--- src/rtl/vec_wb_pkg.sv ---
// Shared types and constants for the vector register-file write side.
package vec_wb_pkg;
  localparam int DATA_W     = 128;
  localparam int ADDR_W     = 4;
  localparam int NUM_REGS   = 15;
  localparam int FIFO_DEPTH = 4;
  localparam int CNT_W      = $clog2(FIFO_DEPTH) + 1;

  typedef struct packed {
    logic [ADDR_W-1:0] addr;
    logic [DATA_W-1:0] data;
  } wb_entry_t;

  typedef enum logic {SRC_ALU, SRC_MEM} src_e;

  function automatic logic addr_legal(input logic [ADDR_W-1:0] a);
    return int'(a) < NUM_REGS;
  endfunction
endpackage

--- src/rtl/vec_wb_if.sv ---
// Result channel from a producer (ALU or load path) into the writeback unit.
interface vec_wb_if;
  logic                          valid;
  logic                          ready;
  logic [vec_wb_pkg::ADDR_W-1:0] addr;
  logic [vec_wb_pkg::DATA_W-1:0] data;

  modport master (output valid, addr, data, input ready);
  modport slave  (input valid, addr, data, output ready);
endinterface

--- src/rtl/wb_fifo.sv ---
// Small result FIFO; per-slot valid bits and addresses feed the hazard mask.
module wb_fifo import vec_wb_pkg::*; #(
  parameter int DEPTH = FIFO_DEPTH
) (
  input  logic                     clk,
  input  logic                     rst,
  input  logic                     push,
  input  wb_entry_t                din,
  input  logic                     pop,
  output wb_entry_t                dout,
  output logic [$clog2(DEPTH):0]   count,
  output logic                     full,
  output logic                     empty,
  output logic [DEPTH-1:0]         ent_vld,
  output logic [ADDR_W-1:0]        ent_addr [DEPTH]
);
  localparam int PTR_W = $clog2(DEPTH);

  wb_entry_t        mem [DEPTH];
  logic [PTR_W-1:0] wp, rp;

  assign full  = (count == DEPTH[PTR_W:0]);
  assign empty = (count == '0);
  assign dout  = mem[rp];

  always_comb begin
    for (int i = 0; i < DEPTH; i++) ent_addr[i] = mem[i].addr;
  end

  // Storage is not reset; ent_vld alone decides which slots are live.
  always_ff @(posedge clk) begin
    if (push) mem[wp] <= din;
  end

  always_ff @(posedge clk or posedge rst) begin
    if (rst) begin
      wp      <= '0;
      rp      <= '0;
      count   <= '0;
      ent_vld <= '0;
    end else begin
      if (push) begin
        wp          <= wp + 1'b1;
        ent_vld[wp] <= 1'b1;
      end
      if (pop) begin
        rp          <= rp + 1'b1;
        ent_vld[rp] <= 1'b0;
      end
      case ({push, pop})
        2'b10:   count <= count + 1'b1;
        2'b01:   count <= count - 1'b1;
        default: count <= count;
      endcase
    end
  end
endmodule

--- src/rtl/vec_writeback_unit.sv ---
// Round-robin ALU/load arbitration into a result FIFO that drives the RF write port.
module vec_writeback_unit import vec_wb_pkg::*; (
  input  logic                    clk,
  input  logic                    rst,
  vec_wb_if.slave                 alu,
  vec_wb_if.slave                 mem,
  output logic                    rf_we,
  output logic [ADDR_W-1:0]       rf_waddr,
  output logic [DATA_W-1:0]       rf_wdata,
  output logic [(1<<ADDR_W)-1:0]  pending,
  output logic [CNT_W-1:0]        fifo_count,
  output logic                    bad_addr
);
  src_e             rr;
  logic             alu_win, mem_win, contested, accept, legal, push, pop;
  logic             full, empty;
  wb_entry_t        sel, head;
  logic [FIFO_DEPTH-1:0] ent_vld;
  logic [ADDR_W-1:0]     ent_addr [FIFO_DEPTH];

  assign contested = alu.valid && mem.valid;
  assign alu_win   = alu.valid && (!mem.valid || rr == SRC_ALU);
  assign mem_win   = mem.valid && !alu_win;
  // Full blocks acceptance even when the head drains this cycle.
  assign alu.ready = alu_win && !full;
  assign mem.ready = mem_win && !full;
  assign accept    = alu.ready || mem.ready;

  always_comb begin
    sel = alu_win ? '{addr: alu.addr, data: alu.data}
                  : '{addr: mem.addr, data: mem.data};
  end

  assign legal = addr_legal(sel.addr);
  assign push  = accept && legal;
  assign pop   = !empty;

  wb_fifo #(.DEPTH(FIFO_DEPTH)) u_fifo (
    .clk      (clk),
    .rst      (rst),
    .push     (push),
    .din      (sel),
    .pop      (pop),
    .dout     (head),
    .count    (fifo_count),
    .full     (full),
    .empty    (empty),
    .ent_vld  (ent_vld),
    .ent_addr (ent_addr)
  );

  always_ff @(posedge clk or posedge rst) begin
    if (rst) begin
      rr       <= SRC_ALU;
      bad_addr <= 1'b0;
      rf_we    <= 1'b0;
      rf_waddr <= '0;
      rf_wdata <= '0;
    end else begin
      if (contested && accept) rr <= (rr == SRC_ALU) ? SRC_MEM : SRC_ALU;
      bad_addr <= accept && !legal;
      rf_we    <= !empty;
      if (!empty) begin
        rf_waddr <= head.addr;
        rf_wdata <= head.data;
      end
    end
  end

  // Buffered entries plus the write currently on the port; illegal addresses never get here.
  always_comb begin
    pending = '0;
    for (int i = 0; i < FIFO_DEPTH; i++)
      if (ent_vld[i]) pending[ent_addr[i]] = 1'b1;
    if (rf_we) pending[rf_waddr] = 1'b1;
  end
endmodule
--- src/flat_wrapper.sv ---
// flat-port wrapper written by rule: the top's interface ports become plain ports
module vec_writeback_unit_flat import vec_wb_pkg::*;
  (clk, rst, rf_we, rf_waddr, rf_wdata, pending, fifo_count, bad_addr, alu_valid, alu_addr, alu_data, alu_ready, mem_valid, mem_addr, mem_data, mem_ready);
  vec_wb_if alu_i ();
  vec_wb_if mem_i ();
  input  logic clk;
  input  logic rst;
  output logic rf_we;
  output logic [ADDR_W-1:0] rf_waddr;
  output logic [DATA_W-1:0] rf_wdata;
  output logic [(1<<ADDR_W)-1:0] pending;
  output logic [CNT_W-1:0] fifo_count;
  output logic bad_addr;
  input wire logic [$bits(alu_i.valid)-1:0] alu_valid;
  input wire logic [$bits(alu_i.addr)-1:0] alu_addr;
  input wire logic [$bits(alu_i.data)-1:0] alu_data;
  output wire logic [$bits(alu_i.ready)-1:0] alu_ready;
  input wire logic [$bits(mem_i.valid)-1:0] mem_valid;
  input wire logic [$bits(mem_i.addr)-1:0] mem_addr;
  input wire logic [$bits(mem_i.data)-1:0] mem_data;
  output wire logic [$bits(mem_i.ready)-1:0] mem_ready;
  assign alu_i.valid = alu_valid;
  assign alu_i.addr = alu_addr;
  assign alu_i.data = alu_data;
  assign alu_ready = alu_i.ready;
  assign mem_i.valid = mem_valid;
  assign mem_i.addr = mem_addr;
  assign mem_i.data = mem_data;
  assign mem_ready = mem_i.ready;
  vec_writeback_unit u_core (.clk(clk), .rst(rst), .alu(alu_i), .mem(mem_i), .rf_we(rf_we), .rf_waddr(rf_waddr), .rf_wdata(rf_wdata), .pending(pending), .fifo_count(fifo_count), .bad_addr(bad_addr));
endmodule
--- config.mk ---
export PLATFORM = sky130hd
export DESIGN_NAME = vec_writeback_unit_flat
export DESIGN_NICKNAME = d
export VERILOG_FILES = /design/src/rtl/vec_wb_pkg.sv /design/src/rtl/vec_wb_if.sv /design/src/rtl/wb_fifo.sv /design/src/rtl/vec_writeback_unit.sv /design/src/flat_wrapper.sv
export SDC_FILE = /design/constraint.sdc
export NUM_CORES = 1
export LEC_CHECK = 0
export CAP_MARGIN = 20
export CORE_UTILIZATION = 54
export DETAILED_ROUTE_END_ITERATION = 10
export PLACE_DENSITY_LB_ADDON = 0.25
export SYNTH_ARGS = -nofsm -noshare
export SYNTH_HDL_FRONTEND = slang
export SYNTH_SLANG_ARGS = --single-unit
--- constraint.sdc ---
create_clock -name clk -period 5.8 [get_ports clk]
set_input_delay 1.16 -clock clk [delete_from_list [all_inputs] [get_ports clk]]
set_output_delay 1.16 -clock clk [all_outputs]
set_load 0.05 [all_outputs]
# [Yosys cells after proc, flatten, opt, wreduce, memory -nomap -nowiden]
# Memory sizes are Yosys's and may differ from the RTL's. A register that Yosys moved wholly into a read port is not among the register bits.
# Index checks and enable logic that the tools add are counted.
[totals] inputBits=268 output_inout_bits=155 memories=1 regBits=14 ram_bits=528 wordCells=89
[memory_table] name="u_core.u_fifo.mem" depth=4 word_bits=132 rd=5 rd_ports_with_merged_regs=1 wr=1 line="wb_fifo.sv:19" source="wb_entry_t mem [DEPTH];"
[classes] eq_ne=3 n_mux=26 bitwise=8 n_lt_le_gt_ge=15 n_addsub=4 reduce_logical=25
[ops] operator="132-bit two-way mux" count=1
[ops] operator="16-bit two-way mux" count=5
[ops] operator="16-bit bitwise OR" count=4
[ops] operator="4-bit by 5-bit less-than comparator with 1-bit output, second input constant" count=5
[ops] operator="1-bit demux with 4-bit select" count=5
[ops] operator="4-bit by 1-bit >= comparator with 1-bit output, second input constant" count=5
[ops] operator="1-bit logical AND" count=15
[ops] operator="1-bit two-way mux" count=10
[ops] operator="4-bit two-way mux" count=2
[ops] operator="1-bit zero test" count=6
[ops] operator="2-bit by 3-bit less-than comparator with 1-bit output, second input constant" count=2
[ops] operator="3-bit case mux with 2 select lines" count=1
[ops] operator="2-bit by 1-bit adder with 2-bit output, second input constant" count=2
[ops] operator="4-bit AND" count=1
[ops] operator="1-bit demux with 2-bit select" count=2
[ops] operator="2-bit by 1-bit >= comparator with 1-bit output, second input constant" count=2
[ops] operator="4-bit less-than comparator, second input constant" count=1
[ops] operator="4-bit NOT" count=1
[ops] operator="4-bit bitwise OR" count=1
[ops] operator="3-bit by 1-bit adder with 3-bit output, second input constant" count=1
[ops] operator="3-bit equality test, second input constant" count=1
[ops] operator="3-bit zero test" count=1
[ops] operator="3-bit by 1-bit subtractor with 3-bit output, second input constant" count=1
[ops] operator="2-bit by 1-bit equality test with 1-bit output, second input constant" count=1
[ops] operator="other kinds (4)" count=5

# [Depth between registers and ports, before layout]
[logic_depth] ltp_word=13 ltp_mapped=12 mapped_depth_nobuf=10

# [By module]
# A second synthesis with hierarchy kept.
[unflattened] cells_unflattened=1318 hier_area_um2=27332.5
[by_module_without_submodules] mod="wb_fifo" n_inst=1 area_each_um2=19736.4 seq_area_each_um2=16130.5 cells_per_inst=758
[by_module_without_submodules] mod="vec_writeback_unit" n_inst=1 area_each_um2=7596.0 seq_area_each_um2=3378.2 cells_per_inst=560

# [Worst setup path before layout]
# Ideal clock, no wire load.
[synth_timing] kind="input port to flip-flop" start="input alu_valid" end="memory u_core.u_fifo.mem[0][0] in the netlist's numbering (enable)" setup_ns=0.507 arrival_ns=4.930 path_slack_ns=0.363 cell_stages=6 path_buffers=2 t_required_ns=5.293 cell_sequence="a21boi_2 > buf_6 > mux2_4 > nor2b_4 > buf_6 > and2_1"
[synth_between] elab_chain_cells=8 word_cells_on_any_way=11 classes_between="order compare (1); mux (3); reduce/logical (7)"
[synth_rtl] element="start: declaration" line="flat_wrapper.sv:14" source="input wire logic [$bits(alu_i.valid)-1:0] alu_valid;"
[synth_rtl] element="1-bit logical AND (*)" line="vec_writeback_unit.sv:22" source="assign alu_win = alu.valid && (!mem.valid || rr == SRC_ALU);"
[synth_rtl] element="parallel branches: the longest is 4 deep, another holds 4-bit less-than comparator"
[synth_rtl] element="1-bit logical AND (*)" line="vec_writeback_unit.sv:35" source="assign push = accept && legal;"
[synth_rtl] element="1-bit two-way mux (*)" line="wb_fifo.sv:32" source="if (push) mem[wp] <= din;"
[synth_rtl] element="1-bit two-way mux (not written as such) (*)" line="wb_fifo.sv:32"
[synth_rtl] element="end: declaration" line="wb_fifo.sv:19"
# Mark *: on every way between the ends.

# [Worst setup path in the final report]
[layout_timing] start="input alu_valid" end="output mem_ready"
[layout_between] elab_chain_cells=4
[layout_rtl] element="1-bit logical AND" line="vec_writeback_unit.sv:22"
[layout_rtl] element="1-bit zero test" line="vec_writeback_unit.sv:23" source="assign mem_win = mem.valid && !alu_win;"
[layout_rtl] element="1-bit logical AND" line="vec_writeback_unit.sv:23"
[layout_rtl] element="1-bit logical AND" line="vec_writeback_unit.sv:26" source="assign mem.ready = mem_win && !full;"
[layout_rtl] element="end: declaration" line="flat_wrapper.sv:21" source="output wire logic [$bits(mem_i.ready)-1:0] mem_ready;"
# No other way between the ends.

==> flow_metrics.tcl <==
set metrics [dict create \
    cts_tree "built" \
    p_sw_w 0.007368 \
    r2r_setup_slack_ps 3100 \
    status "completed" \
    synthCells 1605 \
    grt_max_degree 116 \
    fmax_mhz 230.4 \
    path_clk_slew_ps 60 \
    final_common_cell "edfxtp_1" \
    worst_ep_arrival_time_ps 3180 \
    power_leakage_nw 12.41 \
    final_nets 2311 \
    synth_largest_area_cell "edfxtp_1" \
    start_util_pct 55.00 \
    fp.coreArea_um2 49250 \
    layout_common_cells "edfxtp_1, clkdlybuf4s50_1, nand2_1" \
    p_int_w 0.01269 \
    antenna_found_initial 10 \
    dp_cells 2626 \
    timing.rr.end "u_core.u_fifo.mem[3][3]" \
    relSlewSlack_pct 22.69 \
    clock_skew_ps 28.82 \
    fin_setup_tns_ps 0 \
    die-width_um 226.0 \
    fp.dieArea_um2 51070 \
    post-dp-hpwl_um 38270 \
    min_path_type "register to register" \
    wl_per_cell_um 22.99 \
    multi_input_comb_area_um2 7093 \
    areaGrowthSynthToFinish_pct 26.28 \
    cts.path.max_buffers 3 \
    port_buffers 422 \
    clkPwrFrac_pct 22.1 \
    finalWorstPathRequiredPeriod_ps 4341 \
    grt_use_total_pct 25.13 \
    hold_path_depth 2 \
    layout-drive-gt1-share_pct 19.23 \
    wl_um 63260 \
    period_share_pct 74.85 \
    synth_area_um2 27090 \
    p_sw_share_pct 36.73 \
    grt_pass1_vias 16238 \
    place_area_um2 31930 \
    synth-edff-count 528 \
    worst_pin_slew_ps 1160 \
    clockRootBuffer "clkbuf_16" \
    rsz0062_at_grt "no" \
    nFillCells 3246 \
    row_count 81 \
    drcViolationCount 0 \
    synthesis.nets 1883 \
    ys_types 46 \
    finalNonFillerCells 2752 \
    clock_sinks 674 \
    pin_count 423 \
    dieHeight_um 226.0 \
    ant_nets 0 \
    cp.required_ps 4640 \
    ys_ff_latch 674 \
    yosysWarnings 0 \
    p_per_area_nw_per_um2 586.3 \
    slew_viol_final 0 \
    finalWeightedCongestion 0.8666 \
    comb_power_share_pct 38.3 \
    clkLatencyLatePin_ps 590 \
    finalHoldViolations 0 \
    r2r-start "u_core.rr" \
    fin_area_um2 34210 \
    grt_pass1_wl_um 94140 \
    syn_area_per_cell_um2 16.88 \
    critPathCaptureType "output pin" \
    crit_type "input pin to output pin" \
    async_flop_share_pct 21.66 \
    setup_viol_count_final 0 \
    cts_resized 0 \
    irDropWorstVdd_mv 0.4178 \
    synthFlopType "edfxtp_1" \
    cts_max_level 3 \
    drt_iter0_drc 1045 \
    grt_overflow 0 \
    cp_max_fo 30 \
    layout.area.seq_um2 19520 \
    netlist.area_leader.share_pct 58.53 \
    postCtsSetupRepairBufs 0 \
    startpoint_type "input pin" \
    viasPerCell 5.627 \
    synthTopCellsByArea "edfxtp_1, dfrtp_1, mux4_2, nand2_1, mux2_2" \
    seq_power_share_pct 39.6 \
    drtPass1Iterations 5 \
    holdCritStartpoint "u_core.rf_wdata[27]" \
    vias 15486 \
    cts_buffers 69 \
    drv_cap 0 \
    rr_worst_depth 5 \
    ctsHoldBuffers 0 \
    ys_seq_area_share_pct 72.02 \
    min_to "u_core.rf_wdata[27]" \
]
-- synth_stat cells, types with 11 or more instances --
master	count
dfrtp_1	146
edfxtp_1	528
nor3_1	11
nand2b_1	17
nor2_1	25
mux2_2	132
clkbuf_1	27
nand3_1	15
mux4_2	132
nand2_1	413
buf_2	38
-- layout make-up --
type,instances,area share [%]
flip-flops and latches,674,57.05
well taps,664,2.429
clock inverters,37,1.247
repair buffers,442,13.01
inverters,10,0.1317
multi-input cells,836,20.73
clock buffers,86,5.380
diodes,3,0.02195
-- how the worst max path moves through the flow --
stage,end,startpoint,cells past startpoint
after floorplan,u_core.u_fifo.mem[0][0],alu_valid,6
after global placement,mem_ready,alu_valid,5
after detailed placement,mem_ready,alu_valid,5
after CTS,mem_ready,alu_valid,5
after global routing,mem_ready,alu_valid,5
final,mem_ready,alu_valid,5
-- flip-flops by register name, indices dropped and copies added, names as in the netlist --
signal / flops
u_core.u_fifo.mem: 528
u_core.u_fifo.rp: 2
u_core.rf_wdata: 128
u_core.u_fifo.ent_vld: 4
u_core.rf_we: 1
u_core.u_fifo.count: 3
u_core.rr: 1
u_core.bad_addr: 1
u_core.u_fifo.wp: 2
u_core.rf_waddr: 4
-- critical path, stage by stage --
cell and delay [ps]:
clkdlybuf4s50_1 520, a21boi_4 240, buf_4 420, nor2_1 120
clkdlybuf4s50_1 720
-- stage by stage --
step                      utilization [%]  setup WS [ps]  total power, W  hold WS [ps]
final                               69.45           1459         0.02006         461.1
after global routing                69.44           1335         0.02097         484.8
after CTS                           69.44           1444         0.02026         467.7
after detailed placement            64.84           1455         0.01578         454.2
after global placement              64.84           1486         0.01562         449.9
after floorplan                         -          363.2         0.01325         468.3
-- power groups by stage --
| stage | Sequential [W] | Combinational [W] | Clock [W] |
|---|---|---|---|
| 5_1_grt | 0.00808 | 0.00820 | 0.00469 |
| 4_1_cts | 0.00796 | 0.00779 | 0.00451 |
| 2_1_floorplan | 0.00949 | 0.00376 | 0 |
| 6_report | 0.00794 | 0.00768 | 0.00444 |
| 3_5_place_dp | 0.00803 | 0.00774 | 0 |
| 3_3_place_gp | 0.00795 | 0.00767 | 0 |
-- kinds of logic (layout without fill, tap and decap cells) --
| kind of cell | after synthesis | in the layout | share of synthesized area, % |
|---|---|---|---|
| DFF | 674 | 674 | 72.02 |
| AOI/OAI and AO/OA | 40 | 40 | 0.9976 |
| and+or+nand+nor | 513 | 513 | 7.829 |
| other | 0 | 3 | 0 |
| muxes | 267 | 267 | 16.61 |
| buffers and inverters | 95 | 575 | 1.866 |
| adders and majority gates | 10 | 10 | 0.4896 |
| xor gates and xnor gates | 6 | 6 | 0.1940 |
-- layer usage --
metal / track usage, % / vias to the layer above / wire (um)
met5: 0 / - / 108
met4: 7.373 / 16 / 1235
met3: 6.687 / 106 / 5159
met2: 41.68 / 571 / 31530
met1: 32.71 / 7914 / 25230
li1: - / 6879 / -
Note: power is estimated with default switching activity, not from simulation.
